===== src/rtl/ext_mem_loader_pkg.sv =====
// Shared definitions for the external memory loader: FSM encoding and word geometry.
package ext_mem_loader_pkg;

    typedef enum logic [2:0] {
        ST_IDLE    = 3'd0,
        ST_LOAD    = 3'd1,
        ST_FLUSH   = 3'd2,
        ST_RELEASE = 3'd3,
        ST_DONE    = 3'd4,
        ST_ERR     = 3'd5
    } state_t;

    localparam int WORD_BYTES = 4;
    localparam int COUNT_W    = 9;

endpackage


===== src/rtl/ext_mem_loader.sv =====
// Streams host words into CPU external memory while holding the core in reset.
// Optional checksum accumulator enabled by defining LOADER_CHECKSUM_EN.
module ext_mem_loader
    import ext_mem_loader_pkg::*;
#(
    parameter logic [31:0] BASE_ADR  = 32'h0000_0000,
    parameter int          MAX_WORDS = 64
) (
    input  logic        clk,
    input  logic        reset,
    input  logic        start,
    input  logic        in_valid,
    input  logic [31:0] in_data,
    input  logic        in_last,
    output logic        in_ready,
    output logic        Ext_MemWrite,
    output logic [31:0] Ext_WriteData,
    output logic [31:0] Ext_DataAdr,
    output logic        cpu_reset,
    output logic        busy,
    output logic        done,
    output logic        error,
    output logic [8:0]  word_count,
    output logic [31:0] checksum
);

    localparam logic [COUNT_W-1:0] MAX_CNT  = COUNT_W'(MAX_WORDS);
    localparam logic [31:0]        ADR_STEP = 32'(WORD_BYTES);

    state_t             r_state;
    state_t             w_nextState;
    logic [31:0]        r_adr;
    logic               r_we;
    logic [31:0]        r_wdata;
    logic [31:0]        r_wadr;
    logic [COUNT_W-1:0] r_count;
    logic               r_relCnt;

    logic               w_inReady;
    logic               w_cpuReset;
    logic               w_busy;
    logic               w_done;
    logic               w_error;
    logic               w_accept;
    logic               w_startLoad;
    logic [COUNT_W-1:0] w_countNext;

    assign w_accept    = in_valid && w_inReady;
    assign w_countNext = (r_count == {COUNT_W{1'b1}}) ? r_count : r_count + 1'b1;
    assign w_startLoad = (w_nextState == ST_LOAD) && (r_state != ST_LOAD);

    always_ff @(posedge clk or negedge reset) begin
        if (!reset) begin
            r_state <= ST_IDLE;
        end else begin
            r_state <= w_nextState;
        end
    end

    always_comb begin
        w_nextState = r_state;
        w_inReady   = 1'b0;
        w_cpuReset  = 1'b1;
        w_busy      = 1'b0;
        w_done      = 1'b0;
        w_error     = 1'b0;
        case (r_state)
            ST_IDLE: begin
                if (start) w_nextState = ST_LOAD;
            end
            ST_LOAD: begin
                w_inReady = 1'b1;
                w_busy    = 1'b1;
                // A last word always wins over the overflow check.
                if (in_valid) begin
                    if (in_last)                     w_nextState = ST_FLUSH;
                    else if (w_countNext == MAX_CNT) w_nextState = ST_ERR;
                end
            end
            ST_FLUSH: begin
                w_busy      = 1'b1;
                w_nextState = ST_RELEASE;
            end
            ST_RELEASE: begin
                w_busy = 1'b1;
                if (r_relCnt) w_nextState = ST_DONE;
            end
            ST_DONE: begin
                w_cpuReset = 1'b0;
                w_done     = 1'b1;
                if (start) w_nextState = ST_LOAD;
            end
            ST_ERR: begin
                w_error = 1'b1;
                if (start) w_nextState = ST_LOAD;
            end
            default: w_nextState = ST_IDLE;
        endcase
    end

    // Write port is registered, so an async reset drops any write still pending.
    always_ff @(posedge clk or negedge reset) begin
        if (!reset) begin
            r_adr    <= '0;
            r_we     <= 1'b0;
            r_wdata  <= '0;
            r_wadr   <= '0;
            r_count  <= '0;
            r_relCnt <= 1'b0;
        end else begin
            r_we     <= w_accept;
            r_relCnt <= (r_state == ST_RELEASE) ? ~r_relCnt : 1'b0;
            if (w_accept) begin
                r_wdata <= in_data;
                r_wadr  <= r_adr;
                r_adr   <= r_adr + ADR_STEP;
                r_count <= w_countNext;
            end
            if (w_startLoad) begin
                r_adr   <= BASE_ADR;
                r_count <= '0;
            end
        end
    end

`ifdef LOADER_CHECKSUM_EN
    logic [31:0] r_checksum;

    always_ff @(posedge clk or negedge reset) begin
        if (!reset) begin
            r_checksum <= '0;
        end else if (w_startLoad) begin
            r_checksum <= '0;
        end else if (w_accept) begin
            r_checksum <= r_checksum + in_data;
        end
    end

    assign checksum = r_checksum;
`else
    assign checksum = '0;
`endif

    assign in_ready      = w_inReady;
    assign Ext_MemWrite  = r_we;
    assign Ext_WriteData = r_wdata;
    assign Ext_DataAdr   = r_wadr;
    assign cpu_reset     = w_cpuReset;
    assign busy          = w_busy;
    assign done          = w_done;
    assign error         = w_error;
    assign word_count    = r_count;

endmodule


===== config.mk =====
export PLATFORM = sky130hd
export DESIGN_NAME = ext_mem_loader
export DESIGN_NICKNAME = d
export VERILOG_FILES = /design/src/rtl/ext_mem_loader_pkg.sv /design/src/rtl/ext_mem_loader.sv
export SDC_FILE = /design/constraint.sdc
export NUM_CORES = 1
export LEC_CHECK = 0
export BUFFER_PORTS_ARGS = -buffer_cell sky130_fd_sc_hd__buf_2
export CAP_MARGIN = 20
export CORE_ASPECT_RATIO = 0.9
export CORE_MARGIN = 2
export CORE_UTILIZATION = 56
export DETAILED_ROUTE_END_ITERATION = 12
export GPL_ROUTABILITY_DRIVEN = 0
export GPL_TIMING_DRIVEN = 0
export PLACE_DENSITY = 0.95
export RECOVER_POWER = 100
export SETUP_SLACK_MARGIN = 0.05
export SLEW_MARGIN = 20
export SYNTH_ARGS = -nofsm -noshare
export SYNTH_HDL_FRONTEND = slang
export SYNTH_SLANG_ARGS = --single-unit

===== constraint.sdc =====
create_clock -name clk -period 5.63 [get_ports clk]
set_input_delay 0.2815 -clock clk [delete_from_list [all_inputs] [get_ports clk]]
set_output_delay 0.2815 -clock clk [all_outputs]
set_load 0.005 [all_outputs]

==> results of run 1 <==
-- report_power, final --
part           internal [W]  switching [W]  leakage, nW  total (W)
registers          0.000926       0.000118         1.41    0.00104
logic              0.000284       0.000462         1.55   0.000747
clock network      0.000171       0.000278       0.0949   0.000449
total               0.00138       0.000858         3.06    0.00224
-- metrics by stage --
stage / std cells / hold WS [ns]
after floorplan: 595 / -0.0141
after global placement: 827 / 0.452
after detailed placement: 828 / 0.258
after CTS: 845 / 0.0686
after global routing: 845 / 0.0839
final: 845 / 0.0745
-- routing by layer --
layer | wire length, µm | part of all wire | track usage
met2 | 5760 | 0.48 | 0.431
met1 | 5180 | 0.43 | 0.328
met3 | 944 | 0.078 | 0.0562
met5 | 0 | 0 | 0
met4 | 224 | 0.019 | 0.0957
-- area by class of cell --
cell class                 instances  area (µm²)  share of cell area
buffer                            65         388              0.0645
clock buffer                      10         128              0.0212
clock inverter                     6        57.6             0.00957
inverter                           8        30.0             0.00499
multi-input combinational        416        2050               0.341
sequential                       106        2650               0.441
tap                              119         149              0.0248
timing repair buffer             115         557              0.0926
-- worst min path at each step --
stage / end / from / cells after the start
floorplan: Ext_DataAdr[10] / reset / 0
global route: Ext_WriteData[0] / in_data[0] / 3
finish: Ext_WriteData[3] / in_data[3] / 3
CTS: Ext_WriteData[3] / in_data[3] / 3
global placement: Ext_WriteData[21] / Ext_WriteData[21] / 2
detailed placement: Ext_DataAdr[23] / reset / 1
-- synth_stat cells, drive strengths merged --
cell type | number | area, µm²
a2111o | 1 | 11.3
a211oi | 1 | 7.51
a21oi | 30 | 150
a221oi | 1 | 8.76
a2bb2oi | 1 | 8.76
a311oi | 1 | 8.76
a31o | 2 | 17.5
a31oi | 3 | 18.8
and2 | 4 | 25.0
and3 | 2 | 12.5
and3b | 1 | 8.76
and4 | 6 | 52.6
buf | 45 | 322
clkbuf | 20 | 75.1
conb | 1 | 3.75
dfrtp | 106 | 2650
ha | 2 | 25.0
inv | 8 | 30.0
mux2i | 1 | 10.0
nand2 | 199 | 747
nand2b | 2 | 12.5
nand3 | 18 | 95.1
nand4 | 10 | 62.6
nand4b | 2 | 17.5
nand4bb | 1 | 27.5
nor2 | 16 | 60.1
nor2b | 1 | 6.26
nor3 | 5 | 25.0
nor3b | 2 | 15.0
nor4 | 2 | 12.5
o211a | 1 | 10.0
o211ai | 1 | 7.51
o21ai | 12 | 60.1
o31ai | 19 | 143
or2 | 1 | 6.26
or3 | 3 | 18.8
or3b | 1 | 8.76
or4 | 20 | 154
xnor2 | 5 | 43.8
xor2 | 5 | 43.8
-- sequential cells by signal (all words and copies together), names as in the netlist --
| name | flops |
|---|---|
| r_state | 3 |
| r_adr | 30 |
| Ext_DataAdr | 30 |
| Ext_MemWrite | 1 |
| r_relCnt | 1 |
| word_count | 9 |
| Ext_WriteData | 32 |
-- timing repair --
item                      4_1_cts  5_1_grt
resized for setup               0        0
hold buffers                    1        0
hold endpoints to repair       49        0
-- cells by family after synthesis --
| logic type | after synthesis | synth area share |
|---|---|---|
| and+or+nand+nor | 296 | 0.272 |
| DFF | 106 | 0.528 |
| AOI/OAI and AO/OA | 73 | 0.0899 |
| buffers and inverters | 73 | 0.0849 |
| xor gates and xnor gates | 10 | 0.0174 |
| adders and majority gates | 2 | 0.00498 |
| other | 1 | 0.000746 |
| muxes | 1 | 0.00199 |
==> results.md, run 1 <==
- Critical path type: in -> async
- TritonCTS clock tree: built
- TritonCTS Sinks: around 110
- 1st-iter DRT viols: 386
- Fill count: approximately 660
- Total GRT Usage: 0.256
- Die Height: around 94 µm
- Outcome: finished, violations left
- Commonest non-fill, non-tap cell in the layout: nand2_1
- CP arrival: 2.86 ns
- Final setup violation count: 0
- Post-route DRC violation count: 0
- Core Util, Final: 0.695
- Post-route minimum period: around 3.0 ns
- Post-Synthesis Cells: approximately 560
- Critical Path Sink Type: async pin
- Crit path max-delay family: buffers and inverters
- Worst Hold Class: in -> reg
- Worst-path cell chain: dlygate4sd3_1 -> clkbuf_1
- Mean Syn Cell Area: 8.94 µm²
- Die width: 104 µm
- Cell count along the critical path: 2
- ANT nets after route: 0
- CP startpoint kind: primary input
- Failing checks: max-capacitance violations, max-slew violations
- Largest net degree at the start of global routing: 58
- Final TNS setup: 0 ns
- First-pass GRT wire length: approximately 20 mm
- Final Cell Area: between 6000 and 7000 µm²
- Max Fclk: around 330 MHz
- CTS Buf Count: 9
- Flop and latch count out of synthesis: about 110
- Hpwl dp: between 8 and 9 mm
- LEAKAGE: a little over 3 nW
- Mean routed wirelength per cell: 14.3 µm
- Reg2reg end: Ext_WriteData[30]
- Peak VDD IR: about 0.25 mV
- P&R area growth vs syn: 19.7%
- RSZ-0062 raised after global routing: false
- Max-Slew Margin vs Limit: -0.923
- Most frequent cells in the layout: nand2_1 (199), dfrtp_1 (106), buf_2 (76)
- Sequential share of the synthesized area: 0.528
- Final Hold Viols: 0
- Post-CTS Setup Bufs: 0
- Vias in the first global route: roughly 4300
- Worst Tran Pin Value: about 2.9 ns
- Final total power: between 0.002 and 0.0025 W
- R2R Setup Slk: between 3 and 4 ns
- Starting Density: 0.581
- CTS Buffer Depth: 2
- WP data required: 5.51 ns
- Nets: between 700 and 800
- Drt first pass iters: 5
- Fin Clk Skew: ~0.012 ns
- Core Area: just under 9000 µm²
- Pwr Density: approximately 370 nW/µm²
- Critical Path End: Ext_DataAdr[13]
- Ys Warns: 0
- Reg2Reg Depth: 7
- Routed via count: 4537
- Routed wire length: roughly 12 mm
- Library cells used by synthesis: 46
- IO buf count: 113
- H-tree levels: 3
- CTS Root Cell: clkbuf_8
- Critical R2R Launch: r_state[0]
- Share of post-route cells with drive strength above 1: 0.186
- Die area: between 9000 and 10000 µm²
- Cell Area, Placed: around 5900 µm²
- Slowest cell on crit path: clkbuf_1
- Ant. Diodes: 0
- Slowest stage delay, CP: between 2 and 2.5 ns
- Initial antenna violation count: 0
- Clock-pin transition on the worst setup and hold timing paths: 0.11 ns
- Final WS setup: 2.64 ns
- Dpl ws: 3.39 ns
- Crit path max fanout: 50
- Final period util: 0.530
- Final Max Tran Viols: 50
- Vias per cell: between 5 and 6
- Max Cap Violations: 1
- GRT Residual Overflow: 0
- Mapped cell area: approximately 5000 µm²
- Clk_lat worst skew: 0.38 ns
- WP buf/inv: 2
- Crit path launch: reset
- # rows: 32
- IO Count: approximately 150
No activity file was read; power rests on OpenSTA's default activity.
==> run 2, diff against run 1 <==
--- a/config.mk
+++ b/config.mk
@@ -5,15 +5,16 @@
 export SDC_FILE = /design/constraint.sdc
 export NUM_CORES = 1
 export LEC_CHECK = 0
+export ABC_AREA = 1
 export BUFFER_PORTS_ARGS = -buffer_cell sky130_fd_sc_hd__buf_2
 export CAP_MARGIN = 20
 export CORE_ASPECT_RATIO = 0.9
 export CORE_MARGIN = 2
-export CORE_UTILIZATION = 56
+export CORE_UTILIZATION = 53
 export DETAILED_ROUTE_END_ITERATION = 12
 export GPL_ROUTABILITY_DRIVEN = 0
 export GPL_TIMING_DRIVEN = 0
-export PLACE_DENSITY = 0.95
+export PLACE_DENSITY = 0.92
 export RECOVER_POWER = 100
 export SETUP_SLACK_MARGIN = 0.05
 export SLEW_MARGIN = 20
==> constraint.sdc (replaced) <==
create_clock -name clk -period 3.05 [get_ports clk]
set_input_delay 0.1525 -clock clk [delete_from_list [all_inputs] [get_ports clk]]
set_output_delay 0.1525 -clock clk [all_outputs]
set_load 0.005 [all_outputs]
==> run 2 against run 1 <==
Compared with the run above: the flow now finishes without violations; clock skew decreased by 0.0040 ns; first-iteration DRC count decreased by 14%; power increased by 100%; highest routed layer unchanged.
==> results.md, run 2 <==
- Number of flops mapped to enable cells by yosys: 0
- 1st-iter DRT viols: 331
- Vias per cell: 4.94
- Final TNS setup: 0 ns
- Non-filler instance count after layout: about 1000
- Post-synth top area share: 0.477
- Post-route minimum period: about 2.3 ns
- CTS Buf Count: 9
- ANT nets after route: 0
- # rows: 35
- Hold wc startpoint: in_data[11]
- RSZ-0062 raised after global routing: false
- Fin Clk Skew: slightly below 0.008 ns
- Ys Warns: 0
- Ant. Diodes: 0
- Clk_lat worst skew: 0.35 ns
- Max Cap Violations: 0
- P&R area growth vs syn: 20.6%
- Async set or reset register ratio after synthesis: 1.00
- Total GRT Usage: 0.243
- Post-CTS Setup Bufs: 0
- Dpl ws: 1.16 ns
- TritonCTS Sinks: 106
- Starting Density: 0.543
- GRT Residual Overflow: 0
- Cell Area, Placed: approximately 6400 µm²
- Crit path max fanout: 10
- Worst Hold End: Ext_WriteData[11]
- Pwr Density: 671 nW/µm²
- Core Area: roughly 10000 µm²
- Mapped cell area: approximately 5600 µm²
- First-pass GRT wire length: 22.4 mm
- CTS Buffer Depth: 2
- Peak VDD IR: approximately 0.40 mV
- Flop and latch count out of synthesis: about 110
- Top cells by count, synth: nand2_1 (266), dfrtp_1 (106), inv_1 (71)
- Die area: approximately 11000 µm²
- TritonCTS clock tree: built
- Crit path launch: r_state[0]
- H-tree levels: 3
- Post-Synthesis Cells: ~730
- Hpwl dp: just under 10 mm
- Yosys top cell by area: dfrtp_1
- DP Cell Count: between 1000 and 1500
- Post-route DRC violation count: 0
- Max-Slew Margin vs Limit: 0.0523
- Outcome: finished clean
- Clock-pin transition on the worst setup and hold timing paths: 0.08 ns
- WP data required: about 3.3 ns
- Initial antenna violation count: 0
- R2R Setup Slk: 0.78 ns
- CTS Root Cell: clkbuf_16
- Final WS setup: approximately 0.78 ns
- Sw Pwr: 0.00171 W
- Final total power: about 0.0045 W
- LEAKAGE: 3.61 nW
- Worst Tran Pin Value: ~1.4 ns
- Reg2Reg Depth: 7
- Critical path type: reg -> reg
- CP startpoint kind: register
- Max reg flops: 32
- IO buf count: 113
- Hold Path Depth: 3
- Internal: approximately 0.0028 W
- Critical R2R Launch: r_state[0]
- Mean Syn Cell Area: 7.61 µm²
- Reg2reg end: r_adr[30]
- Die Height: just over 100 µm
- Clock power share: 0.250
- Final Cell Area: ~6700 µm²
- Final Max Tran Viols: 0
- Count leader, synth: nand2_1
- Share of post-route cells with drive strength above 1: 0.167
- CP arrival: 2.56 ns
- Fill count: roughly 880
- Top FF cell, synth: dfrtp_1
- Max Fclk: between 400 and 500 MHz
- Library cells used by synthesis: 32
- Final setup violation count: 0
- Largest net degree at the start of global routing: about 80
- Final Hold Viols: 0
- Vias in the first global route: 4773
- Commonest non-fill, non-tap cell in the layout: nand2_1
- Part of the power in combinational logic: 0.332
- Die width: around 110 µm
- Final period util: 0.746
- Routed wire length: between 10 and 15 mm
- Synth top area cells: dfrtp_1 (48%), nand2_1 (18%), buf_4 (5.4%), inv_1 (4.8%), nand3_1 (4.7%)
- Sequential fraction of design power: 0.418
- Worst Hold Class: in -> reg
- IO Count: around 150
- Switching Share: 0.380
- Sequential share of the synthesized area: 0.477
- Most frequent cells in the layout: nand2_1 (268), dfrtp_1 (106), buf_2 (78)
- Drt first pass iters: 5
- Nets: between 900 and 1000
- Mean routed wirelength per cell: 12.9 µm
- Routed via count: 5101
- Critical Path Sink Type: register
run 2: kinds of logic after synthesis:
| logic type | synth area share |
|---|---|
| buf+inv | 0.120 |
| other cells | 0.000674 |
| xor+xnor | 0.0189 |
| fa+ha+maj | 0.00450 |
| flops | 0.477 |
| compound gates | 0.0474 |
| simple gates | 0.332 |
run 2: metrics by stage:
step	util	hold slack (ns)
2_1_floorplan	-	-0.143
5_1_grt	0.655	0.00896
3_3_place_gp	0.626	0.354
4_1_cts	0.666	0.000404
3_5_place_dp	0.629	0.0268
6_report	0.655	0.00229
run 2: how the worst max path moves through the flow:
stage                             end  slack [ns]  cells past startpoint
global placement    Ext_WriteData[12]        0.68                      1
detailed placement          r_adr[30]        1.16                      7
CTS                         r_adr[30]        1.16                      7
global route                r_adr[29]        0.50                      7
floorplan                  r_state[2]        1.49                     11
finish                      r_adr[30]        0.78                      7
run 2: timing repair:
action                                 CTS  global route
gates resized for setup                  0             0
hold buffers                             9             0
endpoints found under the hold margin   33             0
run 2: power by group through the flow:
stage                     clock (W)  sequential [W]  combinational, W
after global placement            0         0.00189           0.00155
after CTS                   0.00114         0.00188           0.00161
after global routing        0.00119         0.00192           0.00170
after floorplan                   0         0.00190          0.000961
final                       0.00113         0.00188           0.00150
after detailed placement          0         0.00189           0.00161
run 2: metal layers:
layer  vias up  GRT usage  wire length (µm)
li1       2529          -                 -
met1      2316      0.329              5760
met2       222      0.406              6200
met3        34     0.0407              1050
met4         0     0.0835               300
met5         -          0                 0
run 2: area by class of cell:
| cell class | count | area (µm²) | area share |
|---|---|---|---|
| plain buffers | 59 | 373 | 0.0555 |
| clock buffers | 10 | 239 | 0.0356 |
| clock inverters | 6 | 50.0 | 0.00746 |
| inverters | 76 | 285 | 0.0425 |
| multi-input cells | 523 | 2320 | 0.346 |
| flip-flops and latches | 106 | 2650 | 0.395 |
| well taps | 129 | 161 | 0.0240 |
| repair buffers | 123 | 631 | 0.0939 |
run 2: worst max-delay path, cell delays in order, from the launching register on:
cell and delay, ns:
dfrtp_1 0.32, clkbuf_1 0.27, nand3_1 0.17, nor2_1 0.24, clkbuf_1 0.52, clkbuf_1 0.48
nand3_1 0.14, nand2_1 0.08
==> run 3, diff against run 2 <==
--- a/config.mk
+++ b/config.mk
@@ -10,11 +10,11 @@
 export CAP_MARGIN = 20
 export CORE_ASPECT_RATIO = 0.9
 export CORE_MARGIN = 2
-export CORE_UTILIZATION = 53
+export CORE_UTILIZATION = 48
 export DETAILED_ROUTE_END_ITERATION = 12
 export GPL_ROUTABILITY_DRIVEN = 0
 export GPL_TIMING_DRIVEN = 0
-export PLACE_DENSITY = 0.92
+export PLACE_DENSITY = 0.89
 export RECOVER_POWER = 100
 export SETUP_SLACK_MARGIN = 0.05
 export SLEW_MARGIN = 20
==> constraint.sdc (replaced) <==
create_clock -name clk -period 2 [get_ports clk]
set_input_delay 0.1 -clock clk [delete_from_list [all_inputs] [get_ports clk]]
set_output_delay 0.1 -clock clk [all_outputs]
set_load 0.005 [all_outputs]
==> run 3 against run 2 <==
Compared with the run above: count of clock-buffer cells in the layout rose by 2; first-iteration DRC count fell by 10%; critical endpoint is now r_adr[2]; highest routed layer unchanged; power grew 53%; die area grew 10%.
==> results.md, run 3 (synthesized netlist as in run 2, its figures left out) <==
- Most frequent cells in the layout: nand2_1 (267), dfrtp_1 (106), buf_2 (73)
- Fill count: 1041
- Reg2Reg Depth: 8
- TritonCTS Sinks: 106
- Max reg flops: 32
- Starting Density: 0.489
- Ant. Diodes: 0
- Crit path launch: r_state[1]
- Non-filler instance count after layout: about 1100
- Routed via count: about 5200
- H-tree levels: 3
- DP Cell Count: ~1000
- CTS Root Cell: clkbuf_16
- CTS Buf Count: 9
- Slowest cell on crit path: dfrtp_1
- Final Cell Area: around 7000 µm²
- Clock-pin transition on the worst setup and hold timing paths: approximately 0.06 ns
- Cell count along the critical path: 8
- Die Height: roughly 110 µm
- ANT nets after route: 0
- Cell Area, Placed: between 6000 and 7000 µm²
- IO Count: between 100 and 150
- Critical path type: reg -> reg
- Mean routed wirelength per cell: about 13 µm
- Crit path max fanout: 10
- Critical Path End: r_adr[2]
- Worst Tran Pin Value: approximately 0.96 ns
- Commonest non-fill, non-tap cell in the layout: nand2_1
- Critical R2R Launch: r_state[1]
- Routed wire length: roughly 14 mm
- First-pass GRT wire length: ~24 mm
- Crit path max-delay family: buffers and inverters
- Final Hold Viols: 0
- Slowest stage delay, CP: around 0.40 ns
- WP buf/inv: 4
- Initial antenna violation count: 0
- Peak VDD IR: between 0.7 and 0.8 mV
- Post-route minimum period: 1.82 ns
- Drt first pass iters: 5
- GRT Residual Overflow: 0
- Reg2reg end: r_adr[2]
- Largest net degree at the start of global routing: 69
- Max Cap Violations: 0
- Total GRT Usage: 0.234
- Critical Path Sink Type: register
- Area occupied by multi-input gates: ~2300 µm²
- Top cell by count, worst path: inv_1
- Pwr Density: 990 nW/µm²
- Core Util, Final: 0.612
- Max-Slew Margin vs Limit: 0.363
- IO buf count: approximately 110
- P&R area growth vs syn: 25.3%
- Worst-path cell chain: inv_1 -> nand3_2 -> nor2_2 -> clkbuf_4 -> buf_2 -> nand2_1 -> nand3_1 -> inv_1
- Share of post-route cells with drive strength above 1: 0.167
- R2R Setup Slk: around 0.18 ns
- Outcome: finished clean
- WP data required: ~2.2 ns
- TritonCTS clock tree: built
- Fin Clk Skew: around 0.0095 ns
- Sequential Area: about 2700 µm²
- Vias per cell: 4.81
- Hold Slack: between 0.02 and 0.03 ns
- Nets: 961
- Hold wc startpoint: in_last
- CTS Buffer Depth: 2
- Max Fclk: around 550 MHz
- Clk_lat worst skew: approximately 0.35 ns
- CP arrival: 2.06 ns
- Final period util: 0.911
- 1st-iter DRT viols: 298
- Vias in the first global route: 5227
- Worst Hold Class: in -> reg
- Post-CTS Setup Bufs: 0
- Hpwl dp: 9.88 mm
- CP startpoint kind: register
- Post-route DRC violation count: 0
- RSZ-0062 raised after global routing: false
- Final Max Tran Viols: 0
- Die width: between 100 and 150 µm
- Core Area: 11400 µm²
- Final setup violation count: 0
- # rows: 37
- Die area: 12500 µm²
- LEAKAGE: approximately 3.7 nW
-- run 3: layout make-up --
cell class                      count  area share
Sequential cell                   106       0.380
Multi-Input combinational cell    523       0.335
Timing Repair Buffer              147       0.122
Buffer                             59      0.0544
Inverter                           76      0.0409
Clock buffer                       12      0.0354
Tap cell                          156      0.0280
Clock inverter                      3     0.00359
-- run 3: stage by stage --
stage               setup WS (ns)  total power, W  TNS, ns
floorplan                   0.438         0.00437        0
finish                      0.177         0.00690        0
global placement           -0.300         0.00526   -30.72
detailed placement         0.0821         0.00534        0
global route               0.0397         0.00737        0
CTS                        0.0731         0.00705        0
-- run 3: power breakdown --
group	switching (W)	internal, W	total [W]
Sequential	0.000289	0.00258	0.00287
Clock	0.000770	0.000880	0.00165
Combinational	0.00156	0.000827	0.00239
Total	0.00262	0.00428	0.00690
-- run 3: repair_timing --
item	4_1_cts	5_1_grt
gates resized for setup	0	3
hold buffers	33	0
endpoints found under the setup margin	0	14
hold endpoints to repair	70	0
-- run 3: how the worst min path moves through the flow --
stage                  endpoint  slack [ns]  cells after the start
6_report             r_state[1]        0.03                      3
4_1_cts              r_state[1]        0.02                      3
5_1_grt              r_state[1]        0.02                      3
3_3_place_gp   Ext_WriteData[2]        0.30                      3
2_1_floorplan   Ext_DataAdr[10]       -0.20                      0
3_5_place_dp   Ext_WriteData[5]        0.03                      1
-- run 3: tightest hold or removal path, cell delays in order --
cell and delay (ns):
buf_2 0.10, nand2_1 0.05, nand2_1 0.08
-- run 3: layer usage --
metal	vias up	routed length (µm)	GRT usage
li1	2581	-	-
met1	2374	5920	0.292
met2	229	6520	0.390
met3	22	1180	0.0622
met4	0	270	0.0904
met5	-	0	0
